### config.mk
export PLATFORM = sky130hd
export DESIGN_NAME = cpu_axi_bridge
export DESIGN_NICKNAME = d
export VERILOG_FILES = /design/src/rtl/cpu_axi_pkg.sv /design/src/rtl/axi_bridge_os_cnt.sv /design/src/rtl/cpu_axi_bridge.sv
export SDC_FILE = /design/constraint.sdc
export NUM_CORES = 1
export LEC_CHECK = 0
export ABC_AREA = 0
export BUFFER_PORTS_ARGS = -buffer_cell sky130_fd_sc_hd__buf_4
export CORE_AREA = 5 5 152 154
export CTS_CLUSTER_DIAMETER = 200
export DETAILED_ROUTE_END_ITERATION = 7
export DIE_AREA = 0 0 157 159
export GPL_TIMING_DRIVEN = 1
export PLACE_DENSITY = 0.56
export SLEW_MARGIN = 20
export SYNTH_ARGS = -nofsm -noshare
export SYNTH_HDL_FRONTEND = slang
export SYNTH_HIERARCHICAL = 1
export SYNTH_SLANG_ARGS = --single-unit
### constraint.sdc
create_clock -name clk -period 3.9 [get_ports clk]
set_clock_uncertainty 0.15 [all_clocks]
set_input_delay 0.585 -clock clk [delete_from_list [all_inputs] [get_ports clk]]
set_output_delay 0.585 -clock clk [all_outputs]
set_load 0.02 [all_outputs]
### src/rtl/cpu_axi_pkg.sv
// Shared constants for cpu_axi_bridge: AXI IDs, read/write FSM encodings, fixed AXI burst fields.
package cpu_axi_pkg;

  localparam int unsigned INST_ID = 0;
  localparam int unsigned DATA_ID = 1;

  localparam logic [0:0] RD_IDLE = 1'b0;
  localparam logic [0:0] RD_AR   = 1'b1;

  localparam logic [1:0] WR_IDLE = 2'd0;
  localparam logic [1:0] WR_REQ  = 2'd1;
  localparam logic [1:0] WR_RESP = 2'd2;

  localparam logic [7:0] AXI_LEN_SINGLE = 8'd0;
  localparam logic [1:0] AXI_BURST_INCR = 2'b01;

endpackage

### src/rtl/axi_bridge_os_cnt.sv
// Saturating up/down counter of outstanding reads for one AXI ID; full once MAX_OS are in flight.
module axi_bridge_os_cnt
  import cpu_axi_pkg::*;
#(
  parameter int unsigned MAX_OS = 2
) (
  input  logic clk,
  input  logic reset,
  input  logic inc,
  input  logic dec,
  output logic full
);

  localparam int unsigned CntW = $clog2(MAX_OS + 1);

  logic [CntW-1:0] cnt_q, cnt_d;

  always_comb begin
    cnt_d = cnt_q;
    if (inc && !dec && !full) begin
      cnt_d = cnt_q + CntW'(1);
    end else if (dec && !inc && (cnt_q != '0)) begin
      cnt_d = cnt_q - CntW'(1);
    end
  end

  assign full = (cnt_q >= CntW'(MAX_OS));

  always_ff @(posedge clk) begin
    if (reset) begin
      cnt_q <= '0;
    end else begin
      cnt_q <= cnt_d;
    end
  end

endmodule

### src/rtl/cpu_axi_bridge.sv
// Bridges the CPU inst/data SRAM-like ports onto one AXI master (shared AR, single store in flight).
// Define CPU_AXI_ADDR_RAW_EN to block data reads only on a word-address match with the pending store.
module cpu_axi_bridge
  import cpu_axi_pkg::*;
#(
  parameter int unsigned MAX_RD_OS = 2,
  parameter int unsigned ID_W      = 4
) (
  input  logic            clk,
  input  logic            reset,
  input  logic            inst_sram_req,
  input  logic            inst_sram_wr,
  input  logic [1:0]      inst_sram_size,
  input  logic [3:0]      inst_sram_wstrb,
  input  logic [31:0]     inst_sram_addr,
  input  logic [31:0]     inst_sram_wdata,
  output logic            inst_sram_addr_ok,
  output logic            inst_sram_data_ok,
  output logic [31:0]     inst_sram_rdata,
  input  logic            data_sram_req,
  input  logic            data_sram_wr,
  input  logic [1:0]      data_sram_size,
  input  logic [3:0]      data_sram_wstrb,
  input  logic [31:0]     data_sram_addr,
  input  logic [31:0]     data_sram_wdata,
  output logic            data_sram_addr_ok,
  output logic            data_sram_data_ok,
  output logic [31:0]     data_sram_rdata,
  output logic [ID_W-1:0] arid,
  output logic [31:0]     araddr,
  output logic [7:0]      arlen,
  output logic [2:0]      arsize,
  output logic [1:0]      arburst,
  output logic            arvalid,
  input  logic            arready,
  input  logic [ID_W-1:0] rid,
  input  logic [31:0]     rdata,
  input  logic            rlast,
  input  logic            rvalid,
  output logic            rready,
  output logic [ID_W-1:0] awid,
  output logic [31:0]     awaddr,
  output logic [7:0]      awlen,
  output logic [2:0]      awsize,
  output logic [1:0]      awburst,
  output logic            awvalid,
  input  logic            awready,
  output logic [ID_W-1:0] wid,
  output logic [31:0]     wdata,
  output logic [3:0]      wstrb,
  output logic            wlast,
  output logic            wvalid,
  input  logic            wready,
  input  logic [ID_W-1:0] bid,
  input  logic            bvalid,
  output logic            bready
);

  logic [0:0]  rd_state_q, rd_state_d;
  logic        rd_is_data_q, rd_is_data_d;
  logic [31:0] rd_addr_q, rd_addr_d;
  logic [1:0]  rd_size_q, rd_size_d;
  logic [1:0]  wr_state_q, wr_state_d;
  logic        aw_done_q, aw_done_d, w_done_q, w_done_d;
  logic [31:0] wr_addr_q, wr_addr_d, wr_data_q, wr_data_d;
  logic [1:0]  wr_size_q, wr_size_d;
  logic [3:0]  wr_strb_q, wr_strb_d;

  logic inst_full, data_full, raw_block, data_rd_cand, inst_rd_cand, rd_take_data;
  logic ar_fire, aw_fire, w_fire, wr_both_done, r_fire, b_fire, r_is_inst, r_is_data;

`ifdef CPU_AXI_ADDR_RAW_EN
  assign raw_block = (wr_state_q != WR_IDLE) && (data_sram_addr[31:2] == wr_addr_q[31:2]);
`else
  assign raw_block = (wr_state_q != WR_IDLE);
`endif

  assign data_rd_cand = data_sram_req && !data_sram_wr && !data_full && !raw_block;
  assign inst_rd_cand = inst_sram_req && !inst_full;
  assign rd_take_data = (rd_state_q == RD_IDLE) && data_rd_cand;
  assign ar_fire      = arvalid && arready;

  always_comb begin
    rd_state_d   = rd_state_q;
    rd_is_data_d = rd_is_data_q;
    rd_addr_d    = rd_addr_q;
    rd_size_d    = rd_size_q;
    case (rd_state_q)
      RD_IDLE: begin
        if (data_rd_cand) begin
          rd_state_d   = RD_AR;
          rd_is_data_d = 1'b1;
          rd_addr_d    = data_sram_addr;
          rd_size_d    = data_sram_size;
        end else if (inst_rd_cand) begin
          rd_state_d   = RD_AR;
          rd_is_data_d = 1'b0;
          rd_addr_d    = inst_sram_addr;
          rd_size_d    = inst_sram_size;
        end
      end
      RD_AR: if (ar_fire) rd_state_d = RD_IDLE;
      default: rd_state_d = RD_IDLE;
    endcase
  end

  assign arvalid = (rd_state_q == RD_AR);
  assign arid    = rd_is_data_q ? ID_W'(DATA_ID) : ID_W'(INST_ID);
  assign araddr  = rd_addr_q;
  assign arlen   = AXI_LEN_SINGLE;
  assign arsize  = {1'b0, rd_size_q};
  assign arburst = AXI_BURST_INCR;

  // AW and W complete independently; the store is accepted once both have handshaken.
  assign awvalid      = (wr_state_q == WR_REQ) && !aw_done_q;
  assign wvalid       = (wr_state_q == WR_REQ) && !w_done_q;
  assign aw_fire      = awvalid && awready;
  assign w_fire       = wvalid && wready;
  assign wr_both_done = (wr_state_q == WR_REQ) && (aw_done_q || aw_fire) && (w_done_q || w_fire);

  always_comb begin
    wr_state_d = wr_state_q;
    aw_done_d  = aw_done_q;
    w_done_d   = w_done_q;
    wr_addr_d  = wr_addr_q;
    wr_data_d  = wr_data_q;
    wr_size_d  = wr_size_q;
    wr_strb_d  = wr_strb_q;
    case (wr_state_q)
      WR_IDLE: begin
        if (data_sram_req && data_sram_wr && !rd_take_data) begin
          wr_state_d = WR_REQ;
          aw_done_d  = 1'b0;
          w_done_d   = 1'b0;
          wr_addr_d  = data_sram_addr;
          wr_data_d  = data_sram_wdata;
          wr_size_d  = data_sram_size;
          wr_strb_d  = data_sram_wstrb;
        end
      end
      WR_REQ: begin
        if (wr_both_done) begin
          wr_state_d = WR_RESP;
          aw_done_d  = 1'b0;
          w_done_d   = 1'b0;
        end else begin
          aw_done_d = aw_done_q || aw_fire;
          w_done_d  = w_done_q || w_fire;
        end
      end
      WR_RESP: if (b_fire) wr_state_d = WR_IDLE;
      default: wr_state_d = WR_IDLE;
    endcase
  end

  assign awid    = ID_W'(DATA_ID);
  assign wid     = ID_W'(DATA_ID);
  assign awaddr  = wr_addr_q;
  assign awlen   = AXI_LEN_SINGLE;
  assign awsize  = {1'b0, wr_size_q};
  assign awburst = AXI_BURST_INCR;
  assign wdata   = wr_data_q;
  assign wstrb   = wr_strb_q;
  assign wlast   = wvalid;

  // A data-ID R colliding with B is stalled so data_ok never has two sources in one cycle.
  assign r_is_inst = (rid == ID_W'(INST_ID));
  assign r_is_data = (rid == ID_W'(DATA_ID));
  assign bready    = 1'b1;
  assign rready    = !(rvalid && r_is_data && bvalid);
  assign r_fire    = rvalid && rready;
  assign b_fire    = bvalid && bready;

  assign inst_sram_addr_ok = ar_fire && !rd_is_data_q;
  assign data_sram_addr_ok = (ar_fire && rd_is_data_q) || wr_both_done;
  assign inst_sram_data_ok = r_fire && r_is_inst;
  assign data_sram_data_ok = (r_fire && r_is_data) || b_fire;
  assign inst_sram_rdata   = rdata;
  assign data_sram_rdata   = rdata;

  axi_bridge_os_cnt #(.MAX_OS(MAX_RD_OS)) u_inst_os (
    .clk  (clk),
    .reset(reset),
    .inc  (ar_fire && !rd_is_data_q),
    .dec  (r_fire && r_is_inst),
    .full (inst_full)
  );

  axi_bridge_os_cnt #(.MAX_OS(MAX_RD_OS)) u_data_os (
    .clk  (clk),
    .reset(reset),
    .inc  (ar_fire && rd_is_data_q),
    .dec  (r_fire && r_is_data),
    .full (data_full)
  );

  logic unused_inputs;
  assign unused_inputs = ^{inst_sram_wr, inst_sram_wstrb, inst_sram_wdata, rlast, bid};

  always_ff @(posedge clk) begin
    if (reset) begin
      rd_state_q   <= RD_IDLE;
      rd_is_data_q <= 1'b0;
      rd_addr_q    <= '0;
      rd_size_q    <= '0;
      wr_state_q   <= WR_IDLE;
      aw_done_q    <= 1'b0;
      w_done_q     <= 1'b0;
      wr_addr_q    <= '0;
      wr_data_q    <= '0;
      wr_size_q    <= '0;
      wr_strb_q    <= '0;
    end else begin
      rd_state_q   <= rd_state_d;
      rd_is_data_q <= rd_is_data_d;
      rd_addr_q    <= rd_addr_d;
      rd_size_q    <= rd_size_d;
      wr_state_q   <= wr_state_d;
      aw_done_q    <= aw_done_d;
      w_done_q     <= w_done_d;
      wr_addr_q    <= wr_addr_d;
      wr_data_q    <= wr_data_d;
      wr_size_q    <= wr_size_d;
      wr_strb_q    <= wr_strb_d;
    end
  end

endmodule

== Word level (Yosys, flattened, before mapping) ==
Index checks and enable logic that the tools add are counted.
Storage, ports and cells
  bits in registers: 114
Operators by class
  $add $sub $neg: 4
  multiplexer cells: 24
  $lt $le $gt $ge: 2
  bitwise gates (word level): 1
  eq/ne operators: 6
  reduce and logical (&&, ||, !) cells: 59
Operators with widths (number)
  $mux 32: 2
  $logic_and 1x1->1: 29
  $mux 2: 9
  $reduce_bool 2->1: 7
  $logic_not 1->1: 13
  $mux 1: 9
  $ne 2x2->1 const B: 3
  $pmux 1 s2: 3
  $pmux 2 s3: 1
  $reduce_and 2->1: 3
  $add 2x1->2 const B: 2
  $eq 4x1->1 const B: 1
  $ge 2x2->1 const B: 2
  $logic_not 4->1: 1
  $logic_or 1x1->1: 4
  $sub 2x1->2 const B: 2
  $reduce_and 3->1: 1
  $eq 2x1->1 const B: 1
  $eq 2x2->1 const B: 1
  $logic_not 2->1: 1
  $not 1->1: 1

== Depth between registers and ports, before layout ==
Gate-level depths: netlist of the first run.
  depth in word-level cells: 10
  depth in mapped cells: 6

== Modules after synthesis ==
The synthesis of the first run kept the hierarchy.
Modules (own cells, without submodules)
  cpu_axi_bridge: area an instance 5260.0 sq um, times used 1, cells an instance 654
  axi_bridge_os_cnt: area an instance 113.9 sq um, times used 2, cells an instance 13

== Worst setup path after synthesis of the first run ==
Ideal clock, no wire load.
  kind: input port to output port
  from: input port rid[1]
  to: output port inst_sram_data_ok
  cell stages on the path: 2
  buffers on the path: 0
  arrival time: 1.485 ns
  slack: 1.680 ns
  path through: nor4b_1 > nor2b_1
On the way
  longest elaborated chain between the ends: 6
Ends and longest elaborated chain
  start: declaration: line cpu_axi_bridge.sv:36  | input logic [ID_W-1:0] rid,
  $eq 4x1->1: line cpu_axi_bridge.sv:168  | assign r_is_data = (rid == ID_W'(DATA_ID));
  $logic_and 1x1->1 (2 in series): line cpu_axi_bridge.sv:170  | assign rready = !(rvalid && r_is_data && bvalid);
  $logic_not 1->1: line cpu_axi_bridge.sv:170
  $logic_and 1x1->1: line cpu_axi_bridge.sv:171  | assign r_fire = rvalid && rready;
  $logic_and 1x1->1 *: line cpu_axi_bridge.sv:176  | assign inst_sram_data_ok = r_fire && r_is_inst;
  end: declaration: line cpu_axi_bridge.sv:18  | output logic inst_sram_data_ok,
Mark *: on every way between the ends. The rest lies on a longest branch, timed or not.

== Worst setup path after layout of the first run ==
  from: register wr_state_q[0]
  to: output port data_sram_addr_ok
On the way
  longest elaborated chain between the ends: 7
Ends and longest elaborated chain
  start: declaration: line cpu_axi_bridge.sv:63  | logic [1:0] wr_state_q, wr_state_d;
  start signal: assignment: line cpu_axi_bridge.sv:218  | wr_state_q <= wr_state_d;
  $eq 2x1->1 *: line cpu_axi_bridge.sv:115, cpu_axi_bridge.sv:116, cpu_axi_bridge.sv:119
  $logic_and 1x1->1: line cpu_axi_bridge.sv:115  | assign awvalid = (wr_state_q == WR_REQ) && !aw_done_q;
  $logic_and 1x1->1: line cpu_axi_bridge.sv:117  | assign aw_fire = awvalid && awready;
  $logic_or 1x1->1: line cpu_axi_bridge.sv:119  | assign wr_both_done = (wr_state_q == WR_REQ) && (aw_done_q || aw_fire) && (w_done_q || w_fire);
  $logic_and 1x1->1: line cpu_axi_bridge.sv:119
  $logic_and 1x1->1 *: line cpu_axi_bridge.sv:119
  $logic_or 1x1->1 *: line cpu_axi_bridge.sv:175  | assign data_sram_addr_ok = (ar_fire && rd_is_data_q) || wr_both_done;
  end: declaration: line cpu_axi_bridge.sv:26  | output logic data_sram_addr_ok,
Marks and branches as above.

==> results of run 1 <==
[worst max-delay path, delay by kind of cell (launching register included)]
family / cells / cell delay, ns
and+or+nand+nor: 3 / 0.57
DFF: 1 / 0.57
buffers and inverters: 1 / 0.14
[registers in the layout (all words and copies together), names as in the netlist]
name,flops
aw_done_q,1
w_done_q,1
u_inst_os/cnt_q,2
rd_is_data_q,1
wdata,32
u_data_os/cnt_q,2
wr_size_q,2
wstrb,4
arvalid,1
wr_state_q,2
rd_size_q,2
araddr,32
awaddr,32
[worst min-delay path by stage]
stage                        from                  to  slack, ns
3_3_place_gp            awaddr[1]           awaddr[1]       0.29
6_report                  arready             arvalid       0.24
5_1_grt                   arready             arvalid       0.23
3_5_place_dp            awaddr[6]           awaddr[6]       0.30
4_1_cts                   arready             arvalid       0.23
2_1_floorplan  u_data_os/cnt_q[0]  u_data_os/cnt_q[1]       0.31
[final cells by class]
cell class | instances | area share (%)
multi-input combinational | 410 | 30.26
clock buffer | 22 | 6.188
clock inverter | 10 | 1.176
sequential | 114 | 31.09
inverter | 35 | 1.790
tap | 280 | 4.773
timing repair buffer | 240 | 24.72
[cell usage in the layout, fill, tap and decap left out, types with 2 or more instances in the layout]
cell | Yosys | layout
clkinvlp_4 | 0 | 3
inv_1 | 35 | 35
buf_4 | 106 | 239
a21oi_1 | 78 | 78
nor3_1 | 2 | 2
a21oi_2 | 2 | 2
clkinv_2 | 0 | 5
a221oi_1 | 23 | 23
nor3b_4 | 1 | 2
a21o_1 | 2 | 2
nand2b_1 | 6 | 6
nor2_1 | 8 | 8
conb_1 | 2 | 34
dfxtp_1 | 114 | 114
nand3_1 | 37 | 37
or3b_1 | 3 | 2
clkbuf_16 | 0 | 17
nor4b_1 | 2 | 2
o21ai_0 | 3 | 3
nand3b_1 | 2 | 2
a221oi_2 | 12 | 12
nand2_1 | 146 | 146
clkbuf_1 | 18 | 4
nor2b_1 | 4 | 4
o22ai_1 | 35 | 35
[cells by family after synthesis]
| kind of cell | count (synthesis) | synth area share, % |
|---|---|---|
| AOI/OAI and AO/OA | 158 | 19.54 |
| DFF | 114 | 41.59 |
| other | 2 | 0.1368 |
| and+or+nand+nor | 218 | 17.78 |
| buffers and inverters | 188 | 20.95 |
[metal layers]
layer,GRT usage [%],vias up
met2,22.99,211
met4,4.931,0
met5,0,-
met1,17.13,2324
li1,-,2444
met3,4.974,35
[stage by stage]
stage / utilization (%) / cells / cell area (sq um) / setup slack, ns
2_1_floorplan: - / 712 / 5608 / 1.680
3_3_place_gp: 31.55 / 1079 / 6799 / 1.435
3_5_place_dp: 31.55 / 1079 / 6799 / 1.443
4_1_cts: 34.05 / 1111 / 7340 / 1.471
5_1_grt: 34.05 / 1111 / 7340 / 1.364
6_report: 34.05 / 1111 / 7340 / 1.487
[power by group]
part | switching, mW | leakage [nW] | internal (mW) | total, mW
logic | 0.382 | 2.00 | 0.271 | 0.653
registers | 0.0457 | 0.934 | 1.24 | 1.29
clock network | 0.576 | 0.260 | 0.888 | 1.46
==> results.md, run 1 <==
| Stage | Quantity | Value |
|:---|:---|:---|
| synthesis | Count of cell types in the netlist | 35 |
| clock network | Cell chosen for the clock root | clkbuf_16 |
| clock network | Post-CTS resize count | 0 |
| worst setup path | Worst path most repeated cell | nand2b_1 |
| final layout | Sequential cell area | 2282 sq um |
| floorplan | Number of primary I/O pins | 404 |
| synthesis | Most common flop cell mapped by yosys | dfxtp_1 |
| global route | Number of global-route vias before repair | 4992 |
| final layout | Number of nets in the layout | 1010 |
| clock network | Hold buffers post-CTS | 0 |
| synthesis | Register area share after synthesis | 41.59% |
| pwr | Final Power | 3.403 mW |
| placed design | Hpwl dp | 12560 um |
| timing | FMAX | 414.4 MHz |
| final layout | Footprint of the multi-input gates | 2221 sq um |
| worst setup path | Critical Path Sink | data_sram_addr_ok |
| route | Drt total wl | 18350 um |
| clock network | Maximum level of the CTS H-tree | 4 |
| run status | Outcome | finished clean |
| worst setup path | Reg-to-reg critical path endpoint | araddr[4] |
| route | Number of vias per cell after detailed routing | 4.513 |
| route | Drt first-iter violations | 220 |
| floorplan | Height of the chip | 159 um |
| worst setup path | Data required, critical path | 3.16 ns |
| route | Average routed wire per standard cell | 16.52 um |
| clock network | Clk pin slew, worst setup/hold paths | 0.06 ns |
| worst setup path | Worst path slowest cell | dfxtp_1 |
| final layout | Synth-to-layout area growth | 33.74% |
| synthesis | Number of cells produced by synthesis | 680 |
| worst setup path | Critical Path, Cell by Cell | nand2b_1 -> or2_2 -> nand2b_1 -> buf_4 |
| synthesis | Synthesized area | 5488 sq um |
| worst setup path | Endpoint kind of the worst setup timing path | primary output |
| floorplan | Die Outline Area | 24960 sq um |
| synthesis | Flip-flop and latch count after synthesis | 114 |
| global route | Pin count of the biggest net entering global routing | 64 |
| worst setup path | Maximum cell stage delay along the critical path | 0.57 ns |
| placed design | Final GP Congestion | 0.7593 |
| synthesis | Most frequent cells after synthesis | nand2_1 (146), dfxtp_1 (114), buf_4 (106) |
| timing | Setup repair after global routing missed its margin | false |
| timing | Max-slew violation count | 0 |
| floorplan | Effective utilization at floorplan | 25.46% |
| synthesis | Synth area leaders | dfxtp_1 (42%), buf_4 (15%), nand2_1 (10%) |
| timing | Worst Tran Pin Value | 0.9385 ns |
| floorplan | Die outline width | 157 um |
| clock network | CTS Buf Count | 17 |
| final layout | Share of cells above drive strength 1 | 35.02% |
| route | Remaining number of nets flagged by the antenna check after routing | 0 |
| worst setup path | Arrival time of data at the critical path endpoint | 1.68 ns |
| global route | Global-route wire length before repair | 27920 um |
| floorplan | Site row count | 54 |
| route | Uppermost layer routed | met4 |
| clock network | Num Clock Sinks | 114 |
| timing | Total negative slack for setup checks | 0 ns |
| flow run | Count of max-cap constraint violations | 0 |
| final layout | Filler cell count in the final layout | 2304 |
| pwr | Leak pwr | 3.190 nW |
| route | Number of iterations in the first detailed-routing pass | 6 |
| global route | Overall Global Routing Usage | 14.09% |
| synthesis | Dominant cell by count in the synthesized netlist | nand2_1 |
| synthesis | Cell taking the most area after synthesis | dfxtp_1 |
| placed design | Number of I/O port buffers | 231 |
| timing | Worst hold margin | 0.2394 ns |
| worst setup path | Startpoint of the most critical setup path | wr_state_q[0] |
| timing | Final hold violation count | 0 |
| timing | Final worst-path cycle share | 61.88% |
| route | Wire length on met3 | 1574 um |
| global route | Antenna violations before repair | 0 |
| floorplan | Core footprint | 21550 sq um |
| clock network | CTS tree | built |
| timing | Setup-violating endpoint count in the final report | 0 |
| min path | Class of the tightest hold or removal check | input port to register |
| synthesis | Fraction of post-synthesis cell area in the top cell type by area | 41.59% |
| clock network | Buffer count from post-CTS setup fixing | 0 |
| timing | Final worst path period need | 2.413 ns |
| worst setup path | Worst reg2reg startpoint | wr_state_q[1] |
| worst setup path | Critical path fanouts, max | 9 |
| timing | Relative slew slack | 37.43% |
| synthesis | Synthesized area per cell | 8.070 sq um |
| worst setup path | Category of the critical setup timing path | register to primary output |
| route | Total via count in the routed design | 5014 |
| worst setup path | Number of cell instances on the worst register-to-register path | 3 |
| synthesis | Number of enable-type register cells in the synthesized netlist | 0 |
| worst setup path | Critical Path Start Type | register |
| final layout | Antenna cells | 0 |
| worst setup path | Reg2Reg Setup Slack | 1.75 ns |
| clock network | Maximum clock insertion buffer count | 2 |
| route | Final routed DRC violation total | 0 |
| pwr | Worst vdd rail ir drop | 0.2579 mV |
| pwr | P per Cell Area | 463.7 nW/um^2 |
| synthesis | Synth async-reset ratio | 0% |
| global route | Final global-route overflow total | 0 |
| route | Wl on met1 | 7634 um |
| route | Met2 layer wire length in the routed design | 8725 um |
| min path | Worst hold path cell count | 2 |
| clock network | Clock latency of the later-clocked register in the worst-skew pair | 0.41 ns |
| synthesis | Synthesis warning total | 6 |
No activity file was read; power rests on OpenSTA's default activity.
==> inputs of run 2 (changes only) <==
--- a/config.mk
+++ b/config.mk
@@ -12,7 +12,7 @@
 export DETAILED_ROUTE_END_ITERATION = 7
 export DIE_AREA = 0 0 157 159
 export GPL_TIMING_DRIVEN = 1
-export PLACE_DENSITY = 0.56
+export PLACE_DENSITY = 0.58
 export SLEW_MARGIN = 20
 export SYNTH_ARGS = -nofsm -noshare
 export SYNTH_HDL_FRONTEND = slang
==> constraint.sdc (replaced) <==
create_clock -name clk -period 2 [get_ports clk]
set_clock_uncertainty 0.15 [all_clocks]
set_input_delay 0.3 -clock clk [delete_from_list [all_inputs] [get_ports clk]]
set_output_delay 0.3 -clock clk [all_outputs]
set_load 0.02 [all_outputs]
==> results.md, run 2 (synthesis results as in run 1) <==
| Stage | Quantity | Value |
|:---|:---|:---|
| worst setup path | Worst path most repeated cell | buf_4 |
| worst setup path | Critical Path, Cell by Cell | dlygate4sd3_1 -> buf_4 -> and3_1 -> nand2b_1 -> buf_4 |
| floorplan | Number of primary I/O pins | 404 |
| worst setup path | Maximum cell stage delay along the critical path | 0.54 ns |
| route | Final routed DRC violation total | 0 |
| min path | Class of the tightest hold or removal check | input port to register |
| route | Total via count in the routed design | 5456 |
| timing | Final worst-path cycle share | 95.92% |
| route | Remaining number of nets flagged by the antenna check after routing | 0 |
| pwr | Leak pwr | 3.777 nW |
| timing | Worst Tran Pin Value | 0.5334 ns |
| timing | FMAX | 521.3 MHz |
| worst setup path | Arrival time of data at the critical path endpoint | 1.47 ns |
| placed design | Number of I/O port buffers | 231 |
| pwr | Worst vdd rail ir drop | 0.4873 mV |
| global route | Global-route wire length before repair | 31020 um |
| timing | Max-slew violation count | 0 |
| floorplan | Die Outline Area | 24960 sq um |
| route | Average routed wire per standard cell | 16.32 um |
| route | Number of iterations in the first detailed-routing pass | 4 |
| clock network | Maximum clock insertion buffer count | 2 |
| clock network | Clk pin slew, worst setup/hold paths | 0.05 ns |
| timing | Final hold violation count | 0 |
| clock network | CTS Buf Count | 17 |
| global route | Number of global-route vias before repair | 5659 |
| final layout | Utilization after layout | 40.33% |
| global route | Antenna violations before repair | 1 |
| worst setup path | Data required, critical path | 1.55 ns |
| global route | Pin count of the biggest net entering global routing | 71 |
| final layout | Synth-to-layout area growth | 58.39% |
| floorplan | Core footprint | 21550 sq um |
| floorplan | Height of the chip | 159 um |
| timing | Setup repair after global routing missed its margin | false |
| route | Drt first-iter violations | 244 |
| global route | Overall Global Routing Usage | 15.58% |
| final layout | Leading cell types in the layout, fill and taps excluded | buf_4 (244), nand2_1 (146), dfxtp_1 (112), dlygate4sd3_1 (95), a21oi_1 (78) |
| route | Drt total wl | 19910 um |
| worst setup path | Worst path slowest cell | dlygate4sd3_1 |
| flow run | Count of max-cap constraint violations | 0 |
| pwr | Final Power | 7.372 mW |
| global route | Final global-route overflow total | 0 |
| floorplan | Effective utilization at floorplan | 25.46% |
| floorplan | Site row count | 54 |
| final layout | Share of cells above drive strength 1 | 34.08% |
| clock network | Clock latency of the later-clocked register in the worst-skew pair | 0.40 ns |
| placed design | Hpwl dp | 13130 um |
| run status | Outcome | finished clean |
| worst setup path | Critical Path Start Type | input port |
| clock network | CTS tree | built |
| route | Number of vias per cell after detailed routing | 4.472 |
| final layout | Number of nets in the layout | 1119 |
| floorplan | Die outline width | 157 um |
| placed design | Final GP Congestion | 0.7445 |
| worst setup path | Critical path fanouts, max | 5 |
| timing | Setup-violating endpoint count in the final report | 0 |
| clock network | Cell chosen for the clock root | clkbuf_16 |
| timing | Total negative slack for setup checks | 0 ns |
| timing | Final worst path period need | 1.918 ns |
| worst setup path | Category of the critical setup timing path | input port to primary output |
| final layout | Leading cell type in the layout, fill and taps excluded | buf_4 |
| pwr | P per Cell Area | 848.2 nW/um^2 |
| clock network | Num Clock Sinks | 114 |
| timing | Relative slew slack | 64.35% |
| worst setup path | Endpoint kind of the worst setup timing path | primary output |
| clock network | Maximum level of the CTS H-tree | 4 |
## run 2: area by class of cell
cell class	count	area (sq um)
fill	2165	12860
timing repair buffer	349	2983
multi-input combinational	410	2303
sequential	114	2290
clock buffer	21	450.4
tap	280	350.3
clock inverter	10	181.4
inverter	35	131.4
antenna	1	2.502
## run 2: critical path: cells and delay by family
| family | cells | cell delay [ns] |
|---|---|---|
| buf+inv | 3 | 0.83 |
| simple gates | 2 | 0.33 |
## run 2: through the flow
stage          area [sq um]  setup WS (ns)  instances  hold WS, ns
6_report               8692        0.08155       1220      0.02145
5_1_grt                8692       0.001169       1220      0.01443
4_1_cts                8682       0.005786       1219     0.001289
3_5_place_dp           7092         0.1318       1093       0.2972
3_3_place_gp           7092         0.1498       1093       0.2919
2_1_floorplan          5714        0.03014        712       0.2124
## run 2: worst paths after layout
check / startpoint / end / slack (ns) / depth (start not counted)
setup / recovery: arready / data_sram_addr_ok / 0.08 / 5
hold / removal: data_sram_addr[28] / awaddr[28] / 0.02 / 3
setup reg to reg: u_inst_os/cnt_q[1] / araddr[29] / 0.22 / 4
hold reg to reg: awaddr[31] / awaddr[31] / 0.30 / 2
## run 2: routing by layer
| layer | routed length, um | global-route usage (%) | vias to the layer above | part of all wire [%] |
|---|---|---|---|---|
| met2 | 9953 | 26.68 | 176 | 50 |
| met5 | 0 | 0 | - | 0 |
| met1 | 8062 | 18.33 | 2564 | 40 |
| met3 | 1288 | 4.077 | 49 | 6.5 |
| li1 | - | - | 2667 | - |
| met4 | 606 | 6.469 | 0 | 3.0 |
## run 2: power by group
part / internal [mW] / leakage, nW / switching (mW)
Sequential: 2.42 / 0.936 / 0.0942
Clock: 2.24 / 0.307 / 1.09
Combinational: 0.725 / 2.53 / 0.805
## run 2: repair_timing
action,CTS,global route
pin swaps,0,0
hold endpoints to repair,95,0
hold buffers,95,0
gates resized for setup,4,1
buffers inserted,0,0
endpoints found under the setup margin,1,1
==> inputs of run 3 (changes only) <==
--- a/config.mk
+++ b/config.mk
@@ -13,6 +13,7 @@
 export DIE_AREA = 0 0 157 159
 export GPL_TIMING_DRIVEN = 1
 export PLACE_DENSITY = 0.58
+export SETUP_SLACK_MARGIN = 0.1
 export SLEW_MARGIN = 20
 export SYNTH_ARGS = -nofsm -noshare
 export SYNTH_HDL_FRONTEND = slang
==> results.md, run 3 (synthesis results as in run 1) <==
| Stage | Quantity | Value |
|:---|:---|:---|
| run status | Outcome | finished clean |
| pwr | Internal power | 4.913 mW |
| pwr | P_sw | 1.924 mW |
| final layout | Synth-to-layout area growth | 56.86% |
| final layout | Leading cell types in the layout, fill and taps excluded | buf_4 (245), nand2_1 (146), dfxtp_1 (110), dlygate4sd3_1 (101), a21oi_1 (78) |
| route | Number of iterations in the first detailed-routing pass | 4 |
| worst setup path | Endpoint kind of the worst setup timing path | register |
| clock network | Num Clock Sinks | 114 |
| worst setup path | Critical Path Start Type | register |
| pwr | Comb power frac | 22.3% |
| placed design | Number of I/O port buffers | 231 |
| min path | Class of the tightest hold or removal check | input port to register |
| timing | Setup-violating endpoint count in the final report | 0 |
| global route | Global-route wire length before repair | 30330 um |
| route | Total via count in the routed design | 5434 |
| clock network | Clock latency of the later-clocked register in the worst-skew pair | 0.41 ns |
| timing | Final worst-path cycle share | 90.07% |
| placed design | Hpwl dp | 12950 um |
| route | Drt total wl | 19590 um |
| placed design | Cell count after placement | 1088 |
| pwr | Part of the power in the clock network | 41.0% |
| route | Drt first-iter violations | 257 |
| floorplan | Effective utilization at floorplan | 25.46% |
| clock network | Clk pin slew, worst setup/hold paths | 0.05 ns |
| route | Average routed wire per standard cell | 16.05 um |
| final layout | Utilization after layout | 39.94% |
| global route | Number of global-route vias before repair | 5643 |
| floorplan | Die Outline Area | 24960 sq um |
| pwr | Worst vdd rail ir drop | 0.5080 mV |
| clock network | Cell chosen for the clock root | clkbuf_16 |
| pwr | Leak pwr | 3.739 nW |
| flow run | Count of max-cap constraint violations | 0 |
| final layout | Leading cell type in the layout, fill and taps excluded | buf_4 |
| final layout | Share of cells above drive strength 1 | 34.01% |
| timing | Total negative slack for setup checks | 0 ns |
| route | Number of vias per cell after detailed routing | 4.450 |
| timing | Max-slew violation count | 0 |
| worst setup path | Arrival time of data at the critical path endpoint | 1.92 ns |
| pwr | Final Power | 6.837 mW |
| final layout | Filler cell count in the final layout | 2178 |
| global route | Antenna violations before repair | 0 |
| final layout | Antenna cells | 0 |
| clock network | CTS tree | built |
| placed design | Final GP Congestion | 0.7518 |
| worst setup path | Category of the critical setup timing path | register to register |
| clock network | Maximum clock insertion buffer count | 2 |
| floorplan | Die outline width | 157 um |
| route | Final routed DRC violation total | 0 |
| global route | Final global-route overflow total | 0 |
| clock network | Maximum level of the CTS H-tree | 4 |
| floorplan | Number of primary I/O pins | 404 |
| floorplan | Site row count | 54 |
| pwr | P per Cell Area | 794.2 nW/um^2 |
| timing | Final hold violation count | 0 |
| floorplan | Core footprint | 21550 sq um |
| pwr | Switch share | 28.14% |
| final layout | Final cell count without fillers | 1221 |
| timing | FMAX | 555.1 MHz |
| timing | Final worst path period need | 1.801 ns |
| timing | Setup repair after global routing missed its margin | false |
| timing | Worst hold margin | 0.01981 ns |
| worst setup path | Critical path fanouts, max | 21 |
| global route | Pin count of the biggest net entering global routing | 71 |
| floorplan | Height of the chip | 159 um |
| worst setup path | Data required, critical path | 2.12 ns |
| pwr | Register share of total power | 36.8% |
| final layout | Number of nets in the layout | 1123 |
| worst setup path | Reg2Reg Setup Slack | 0.20 ns |
| global route | Overall Global Routing Usage | 15.30% |
| route | Remaining number of nets flagged by the antenna check after routing | 0 |
| clock network | CTS Buf Count | 17 |
==> run 3: metal layers <==
layer  share of wire [%]  vias up  GRT usage (%)
met3                 6.6       54          4.132
met4                 3.3        0          6.982
met5                   0        -              0
li1                    -     2665              -
met1                  40     2528          17.59
met2                  50      187          26.25
==> run 3: power by group through the flow <==
stage / combinational [mW] / sequential (mW) / clock, mW
2_1_floorplan: 0.820 / 2.72 / 0
3_3_place_gp: 1.35 / 2.56 / 0
3_5_place_dp: 1.35 / 2.56 / 0
4_1_cts: 1.53 / 2.51 / 2.90
5_1_grt: 1.63 / 2.53 / 3.01
6_report: 1.52 / 2.51 / 2.80
==> run 3: final timing paths <==
| kind | start | end | depth (start not counted) |
|---|---|---|---|
| setup / recovery | wr_state_q[1] | araddr[25] | 5 |
| hold / removal | inst_sram_addr[2] | araddr[2] | 3 |
| setup reg to reg | wr_state_q[1] | araddr[25] | 5 |
| hold reg to reg | awaddr[10] | awaddr[10] | 2 |
==> run 3: cell type report <==
type | count | area, sq um | area share (%)
clock buffers | 23 | 478.0 | 5.552
clock inverters | 6 | 57.56 | 0.6686
inverters | 35 | 131.4 | 1.526
multi-input cells | 410 | 2315 | 26.89
flip-flops and latches | 114 | 2295 | 26.66
well taps | 280 | 350.3 | 4.070
repair buffers | 353 | 2982 | 34.64
==> run 3: per-stage QoR <==
stage,area [sq um],worst slack [ns]
after CTS,8598,0.1670
after detailed placement,7007,0.1001
after global placement,7007,0.1476
after global routing,8608,0.1123
after floorplan,5714,0.1653
final,8608,0.1986
==> run 3: what timing repair did <==
action	in CTS	in global routing
pin swaps	0	1
setup buffers	2	1
endpoints found under the setup margin	5	2
hold endpoints to repair	101	0
gates resized for setup	10	1
hold buffers	101	0
==> run 3: worst max-delay path: stages (launching register included) <==
cell,delay (ns)
dfxtp_4,0.34
buf_4,0.17
or3b_2,0.48
buf_4,0.25
o22ai_1,0.16
a221oi_1,0.09
